File: src/rtl/btn_conditioner_if.sv
// Button conditioner bus: raw pins toward the conditioner, clean levels and strobes back.
// master = the side owning the pins and consuming the outputs, slave = btn_conditioner.
interface btn_conditioner_if #(
  parameter int unsigned N_BTN = 2
) ();

  logic [N_BTN-1:0] btn;
  logic [N_BTN-1:0] btn_level;
  logic [N_BTN-1:0] btn_press;
  logic [N_BTN-1:0] btn_release;
  logic [N_BTN-1:0] btn_toggle;
  logic [N_BTN-1:0] btn_long;

  modport master (
    output btn,
    input  btn_level,
    input  btn_press,
    input  btn_release,
    input  btn_toggle,
    input  btn_long
  );

  modport slave (
    input  btn,
    output btn_level,
    output btn_press,
    output btn_release,
    output btn_toggle,
    output btn_long
  );

endinterface

File: src/rtl/btn_conditioner.sv
// Push-button conditioner: 2-flop synchroniser, debounce, press/release strobes, toggle.
// Optional long-press strobe built only when BTN_LONG_PRESS_EN is defined.
module btn_conditioner #(
  parameter int unsigned N_BTN           = 2,
  parameter int unsigned DEBOUNCE_CYCLES = 270000,
  parameter int unsigned ACTIVE_LOW      = 1,
  parameter int unsigned LONG_CYCLES     = 27000000
) (
  input  logic          clk,
  input  logic          rst,
  btn_conditioner_if.slave bus
);

  localparam int unsigned CNT_W    = (DEBOUNCE_CYCLES > 1) ? $clog2(DEBOUNCE_CYCLES) : 1;
  localparam logic [CNT_W-1:0] CNT_LAST = CNT_W'(DEBOUNCE_CYCLES - 1);
  localparam logic        IDLE_PIN = (ACTIVE_LOW != 0);

  if (DEBOUNCE_CYCLES < 2 || LONG_CYCLES < 1 || N_BTN < 1) begin : g_bad_cfg
    $error("btn_conditioner: need N_BTN >= 1, DEBOUNCE_CYCLES >= 2, LONG_CYCLES >= 1");
  end

  logic [N_BTN-1:0] sync1;
  logic [N_BTN-1:0] sync2;
  logic [N_BTN-1:0] pressed;
  logic [N_BTN-1:0] flip;
  logic [N_BTN-1:0] level_q;
  logic [N_BTN-1:0] press_q;
  logic [N_BTN-1:0] release_q;
  logic [N_BTN-1:0] toggle_q;
  logic [CNT_W-1:0] db_cnt [N_BTN];

  // Metastability guard; stages rest at the released pin value.
  always_ff @(posedge clk or posedge rst) begin
    if (rst) begin
      sync1 <= {N_BTN{IDLE_PIN}};
      sync2 <= {N_BTN{IDLE_PIN}};
    end else begin
      sync1 <= bus.btn;
      sync2 <= sync1;
    end
  end

  assign pressed = IDLE_PIN ? ~sync2 : sync2;

  // A channel flips once it has disagreed with its level for the full window.
  always_comb begin
    flip = '0;
    for (int i = 0; i < int'(N_BTN); i++) begin
      flip[i] = (pressed[i] != level_q[i]) && (db_cnt[i] == CNT_LAST);
    end
  end

  always_ff @(posedge clk or posedge rst) begin
    if (rst) begin
      for (int i = 0; i < int'(N_BTN); i++) begin
        db_cnt[i] <= '0;
      end
    end else begin
      for (int i = 0; i < int'(N_BTN); i++) begin
        if ((pressed[i] == level_q[i]) || flip[i]) begin
          db_cnt[i] <= '0;
        end else begin
          db_cnt[i] <= db_cnt[i] + CNT_W'(1);
        end
      end
    end
  end

  // Strobes land in the same cycle the new level first shows.
  always_ff @(posedge clk or posedge rst) begin
    if (rst) begin
      level_q   <= '0;
      press_q   <= '0;
      release_q <= '0;
      toggle_q  <= '0;
    end else begin
      level_q   <= level_q ^ flip;
      press_q   <= flip & pressed;
      release_q <= flip & ~pressed;
      toggle_q  <= toggle_q ^ (flip & pressed);
    end
  end

  assign bus.btn_level   = level_q;
  assign bus.btn_press   = press_q;
  assign bus.btn_release = release_q;
  assign bus.btn_toggle  = toggle_q;

`ifdef BTN_LONG_PRESS_EN
  localparam int unsigned HOLD_W = $clog2(LONG_CYCLES + 1);
  localparam logic [HOLD_W-1:0] HOLD_MAX  = HOLD_W'(LONG_CYCLES);
  localparam logic [HOLD_W-1:0] HOLD_PREV = HOLD_W'(LONG_CYCLES - 1);

  logic [HOLD_W-1:0] hold_cnt [N_BTN];
  logic [N_BTN-1:0]  long_q;

  // Saturating hold timer; the strobe fires only on the step into saturation.
  always_ff @(posedge clk or posedge rst) begin
    if (rst) begin
      for (int i = 0; i < int'(N_BTN); i++) begin
        hold_cnt[i] <= '0;
      end
      long_q <= '0;
    end else begin
      for (int i = 0; i < int'(N_BTN); i++) begin
        if (!level_q[i]) begin
          hold_cnt[i] <= '0;
        end else if (hold_cnt[i] != HOLD_MAX) begin
          hold_cnt[i] <= hold_cnt[i] + HOLD_W'(1);
        end
        long_q[i] <= level_q[i] && (hold_cnt[i] == HOLD_PREV);
      end
    end
  end

  assign bus.btn_long = long_q;
`else
  assign bus.btn_long = '0;
`endif

endmodule

File: src/flat_wrapper.sv
// flat-port wrapper written by rule: the top's interface ports become plain ports
module btn_conditioner_flat 
#(
  parameter int unsigned N_BTN           = 2,
  parameter int unsigned DEBOUNCE_CYCLES = 270000,
  parameter int unsigned ACTIVE_LOW      = 1,
  parameter int unsigned LONG_CYCLES     = 27000000
)
  (clk, rst, bus_btn, bus_btn_level, bus_btn_press, bus_btn_release, bus_btn_toggle, bus_btn_long);
  btn_conditioner_if #(.N_BTN(N_BTN)) bus_i ();
  input  logic clk;
  input  logic rst;
  input wire logic [$bits(bus_i.btn)-1:0] bus_btn;
  output wire logic [$bits(bus_i.btn_level)-1:0] bus_btn_level;
  output wire logic [$bits(bus_i.btn_press)-1:0] bus_btn_press;
  output wire logic [$bits(bus_i.btn_release)-1:0] bus_btn_release;
  output wire logic [$bits(bus_i.btn_toggle)-1:0] bus_btn_toggle;
  output wire logic [$bits(bus_i.btn_long)-1:0] bus_btn_long;
  assign bus_i.btn = bus_btn;
  assign bus_btn_level = bus_i.btn_level;
  assign bus_btn_press = bus_i.btn_press;
  assign bus_btn_release = bus_i.btn_release;
  assign bus_btn_toggle = bus_i.btn_toggle;
  assign bus_btn_long = bus_i.btn_long;
  btn_conditioner #(.N_BTN(N_BTN), .DEBOUNCE_CYCLES(DEBOUNCE_CYCLES), .ACTIVE_LOW(ACTIVE_LOW), .LONG_CYCLES(LONG_CYCLES)) u_core (.clk(clk), .rst(rst), .bus(bus_i));
endmodule
File: config.mk
export PLATFORM = sky130hd
export DESIGN_NAME = btn_conditioner_flat
export DESIGN_NICKNAME = d
export VERILOG_FILES = /design/src/rtl/btn_conditioner_if.sv /design/src/rtl/btn_conditioner.sv /design/src/flat_wrapper.sv
export SDC_FILE = /design/constraint.sdc
export NUM_CORES = 1
export LEC_CHECK = 0
export CORE_MARGIN = 10
export CORE_UTILIZATION = 40
export DETAILED_ROUTE_END_ITERATION = 7
export PLACE_DENSITY = 0.7
export SYNTH_ARGS = -nofsm -noshare
export SYNTH_HDL_FRONTEND = slang
export SYNTH_SLANG_ARGS = --single-unit
export TNS_END_PERCENT = 1
File: constraint.sdc
create_clock -name clk -period 1.6 [get_ports clk]
set_clock_uncertainty 0.15 [all_clocks]
set_input_delay 0.24 -clock clk [delete_from_list [all_inputs] [get_ports clk]]
set_output_delay 0.24 -clock clk [all_outputs]
set_load 0.02 [all_outputs]
==> results.py, run 1 <==
metrics = {
    "sta": {
        "setup_viol": 37,
        "rsz0062_at_grt": "true",
        "timing.fmax_ghz": 0.577,
        "fin_crit_sh_pct": 108,
        "setup_ws_ns": -0.134,
        "hold_viol": 0,
        "fin_crit_ns": 1.73,
        "fin_setup_tns_ns": -1.81,
        "slew_violations": 0,
        "hold_ws_ns": 0.0578,
    },
    "final_layout": {
        "n_antenna_cell": 0,
        "instances_no_fill": 379,
        "utilization_pct": 55.3,
        "drive_above_1_share_pct": 33.2,
        "areaGrowthSynthToFinish_pct": 34.3,
        "nets": 309,
        "fillers": 515,
    },
    "cts": {
        "cts_buffer_depth": 2,
        "path_clk_slew_ns": 0.09,
        "insertion_delay_ns": 0.31,
        "htree_levels": 2,
        "clkSinkCount": 50,
        "hold_buffers": 0,
        "cts_tree": "built",
        "cts_root_buf": "clkbuf_8",
        "cts_made_buffers": 5,
    },
    "synth": {
        "netlist_top_cells_area": "dfrtp_1 47%, xnor2_1 7.2%, nor2_1 6.2%",
        "netlist_instances": 235,
        "synth_top_area_share_pct": 47.5,
        "yosysUniqueCellTypes": 33,
        "yosys_register_bits": 50,
        "ys_warn_count": 0,
        "yosys.area.top_type": "dfrtp_1",
        "syn_avg_cell_area_sq_um": 10.3,
        "synth_area_sq_um": 2420,
        "seq_area_frac_synth_pct": 51.8,
    },
    "global_routing": {
        "grt_busiest_layer": "met2",
        "grt_max_degree": 19,
        "antenna_found_initial": 0,
        "grt_pass1_wl_microns": 9020,
        "grt_pass1_vias": 1971,
        "grtUsageMet1_pct": 13.7,
        "grt_overflow": 0,
        "use_met3_pct": 2.82,
        "grt_usage_pct": 11.1,
        "use_met2_pct": 18.3,
    },
    "place": {
        "dp_cells": 370,
        "routabilityCongestion": 0.845,
        "dp_hpwl_microns": 3960,
        "io_buffers": 11,
    },
    "worst_setup_path": {
        "reg2reg_to": "u_core.db_cnt[20]",
        "slowest_delay_ns": 0.52,
        "crit_type": "register to register",
        "reg2reg_depth": 4,
        "cp-end-kind": "register",
        "slowest_stage": "or4b_4",
        "critPathLaunchType": "register",
        "crit_arrival_ns": 1.78,
        "critPathRequiredTime_ns": 1.65,
        "reg2reg_slack_ns": -0.13,
        "regToRegStartpoint": "u_core.db_cnt[34]",
        "path_cells": "or4b_4, nor3_2, nand4_1, and3_1",
        "worstPathMaxFanout": 4,
    },
    "routing": {
        "via_per_inst": 5.18,
        "drc": 0,
        "drt-initial-drc-count": 98,
        "wl_per_cell_microns": 14.0,
        "detail-route-antenna-nets": 0,
        "dr_total_vias": 1963,
        "drt_wl_total_microns": 5320,
        "dr.pass1.iters": 4,
    },
    "floorplan": {
        "initial_core_util_pct": 41.2,
        "die_w_microns": 97.8,
        "core_area_sq_um": 5890,
        "die-area_sq_um": 9570,
        "ioPinCount": 14,
        "core.rowCount": 28,
        "die_h_microns": 97.8,
    },
    "pwr": {
        "leakagePower_nw": 1.47,
        "combPwrFrac_pct": 6.1,
        "design_power_total_mw": 2.17,
        "p_clk_share_pct": 34.1,
        "p_sw_mw": 0.515,
        "p_int_mw": 1.66,
        "power_frac_seq_pct": 59.8,
        "power_density_nw_per_um2": 668,
        "peakVddDrop_uv": 376,
        "swShare_pct": 23.7,
    },
    "worst_hold_path": {
        "hold_class": "input pin to asynchronous set/reset pin",
    },
    "status": {
        "violations": "negative setup slack",
        "status": "finished with violations",
    },
    "flow_run": {
        "max_cap_viol_count": 0,
    },
}
placed cells by master, fill, tap and decap left out, drive strengths merged, types with 5 or more instances in the layout:
master  netlist  routed
and4          8       8
buf           8      58
clkbuf        1       5
dfrtp        46      46
nand2         8       8
nand3        20      20
nand4        16      16
nor2         40      40
nor3          8       8
nor4          9       9
o21ai         8       8
xnor2        20      20
xor2         14      14
timing repair:
action,in CTS,in global routing
gates resized for setup,17,17
buffers inserted,0,1
gates cloned,0,0
pin swaps,10,5
setup endpoints to repair,50,48
cells by family after synthesis:
group                    synth area share (%)
AO/OA/AOI/OAI                            3.41
XOR/XNOR                                 12.3
adder cells (fa/ha/maj)                  1.03
buffers and inverters                    3.30
flip-flops                               51.8
other                                   0.155
AND/OR/NAND/NOR                          28.0
critical path: cells and delay by family (launching register included):
kind             cells  cell delay [ns]
AND/OR/NAND/NOR      4             1.06
flip-flops           1             0.42
worst max-delay path by stage:
| stage | cells past startpoint | to | slack, ns | start |
|---|---|---|---|---|
| after floorplan | 5 | u_core.db_cnt[20] | -0.08 | u_core.db_cnt[33] |
| after global placement | 5 | u_core.bus.btn_toggle[0] | -0.14 | u_core.db_cnt[19] |
| after detailed placement | 4 | u_core.bus.btn_toggle[1] | -0.16 | u_core.db_cnt[4] |
| after CTS | 4 | u_core.db_cnt[20] | -0.13 | u_core.db_cnt[34] |
| after global routing | 4 | u_core.db_cnt[20] | -0.22 | u_core.db_cnt[34] |
| final | 4 | u_core.db_cnt[20] | -0.13 | u_core.db_cnt[34] |
area by class of cell:
cell class	count	area, sq um	area share [%]
sequential	50	1260	38.6
multi-input combinational	174	1200	36.9
timing repair buffer	69	599	18.4
tap	75	93.8	2.88
clock buffer	5	68.8	2.11
clock inverter	3	23.8	0.730
inverter	3	11.3	0.346
synthesized netlist by cell type:
cell       count
clkbuf_2       1
or4b_4         1
conb_1         1
o21ai_2        2
buf_2          3
nand4b_1       2
dfstp_2        4
nor4b_1        3
buf_4          2
o21ai_0        5
nor4_1         9
nand2_1        8
or4_1          2
and3_1         2
nand4_1       14
xnor2_1       20
and4_1         6
or3_1          2
ha_1           2
nor3_2         1
nor3_1         7
nor2_1        40
and4_4         2
buf_6          3
a21oi_1        4
dfrtp_1       46
nand4bb_1      1
o31ai_1        2
o21ai_1        1
nand3_1       20
xor2_1        14
nand4_2        2
inv_1          3
stage by stage:
step | setup WS (ns) | cell area, sq um
after CTS | -0.134 | 3180
after global routing | -0.225 | 3260
after floorplan | -0.0816 | 2440
after global placement | -0.135 | 3040
after detailed placement | -0.160 | 3040
final | -0.134 | 3260
registers in the layout, indices dropped and copies added (netlist names), named ones only:
signal	cells
u_core.bus.btn_release	2
u_core.bus.btn_toggle	2
u_core.sync2	2
u_core.sync1	2
u_core.db_cnt	38
u_core.bus.btn_press	2
power groups by stage:
stage	Sequential, mW	Combinational, mW	Clock (mW)
floorplan	1.32	0.0646	0
global placement	1.32	0.128	0
detailed placement	1.32	0.130	0
CTS	1.30	0.134	0.777
global route	1.30	0.149	0.834
finish	1.30	0.133	0.742
metal layers:
layer,up-vias,share of wire [%]
li1,967,-
met2,23,50
met1,969,46
met4,0,0.58
met5,-,0
met3,4,2.7
Note: power is estimated with default switching activity, not from simulation.
==> run 2, diff against run 1 <==
--- a/config.mk
+++ b/config.mk
@@ -7,6 +7,7 @@
 export LEC_CHECK = 0
 export CORE_MARGIN = 10
 export CORE_UTILIZATION = 40
+export CTS_CLUSTER_SIZE = 40
 export DETAILED_ROUTE_END_ITERATION = 7
 export PLACE_DENSITY = 0.7
 export SYNTH_ARGS = -nofsm -noshare
==> results of run 2 <==
Final layout, timing and power as in run 1 (identical DEF).
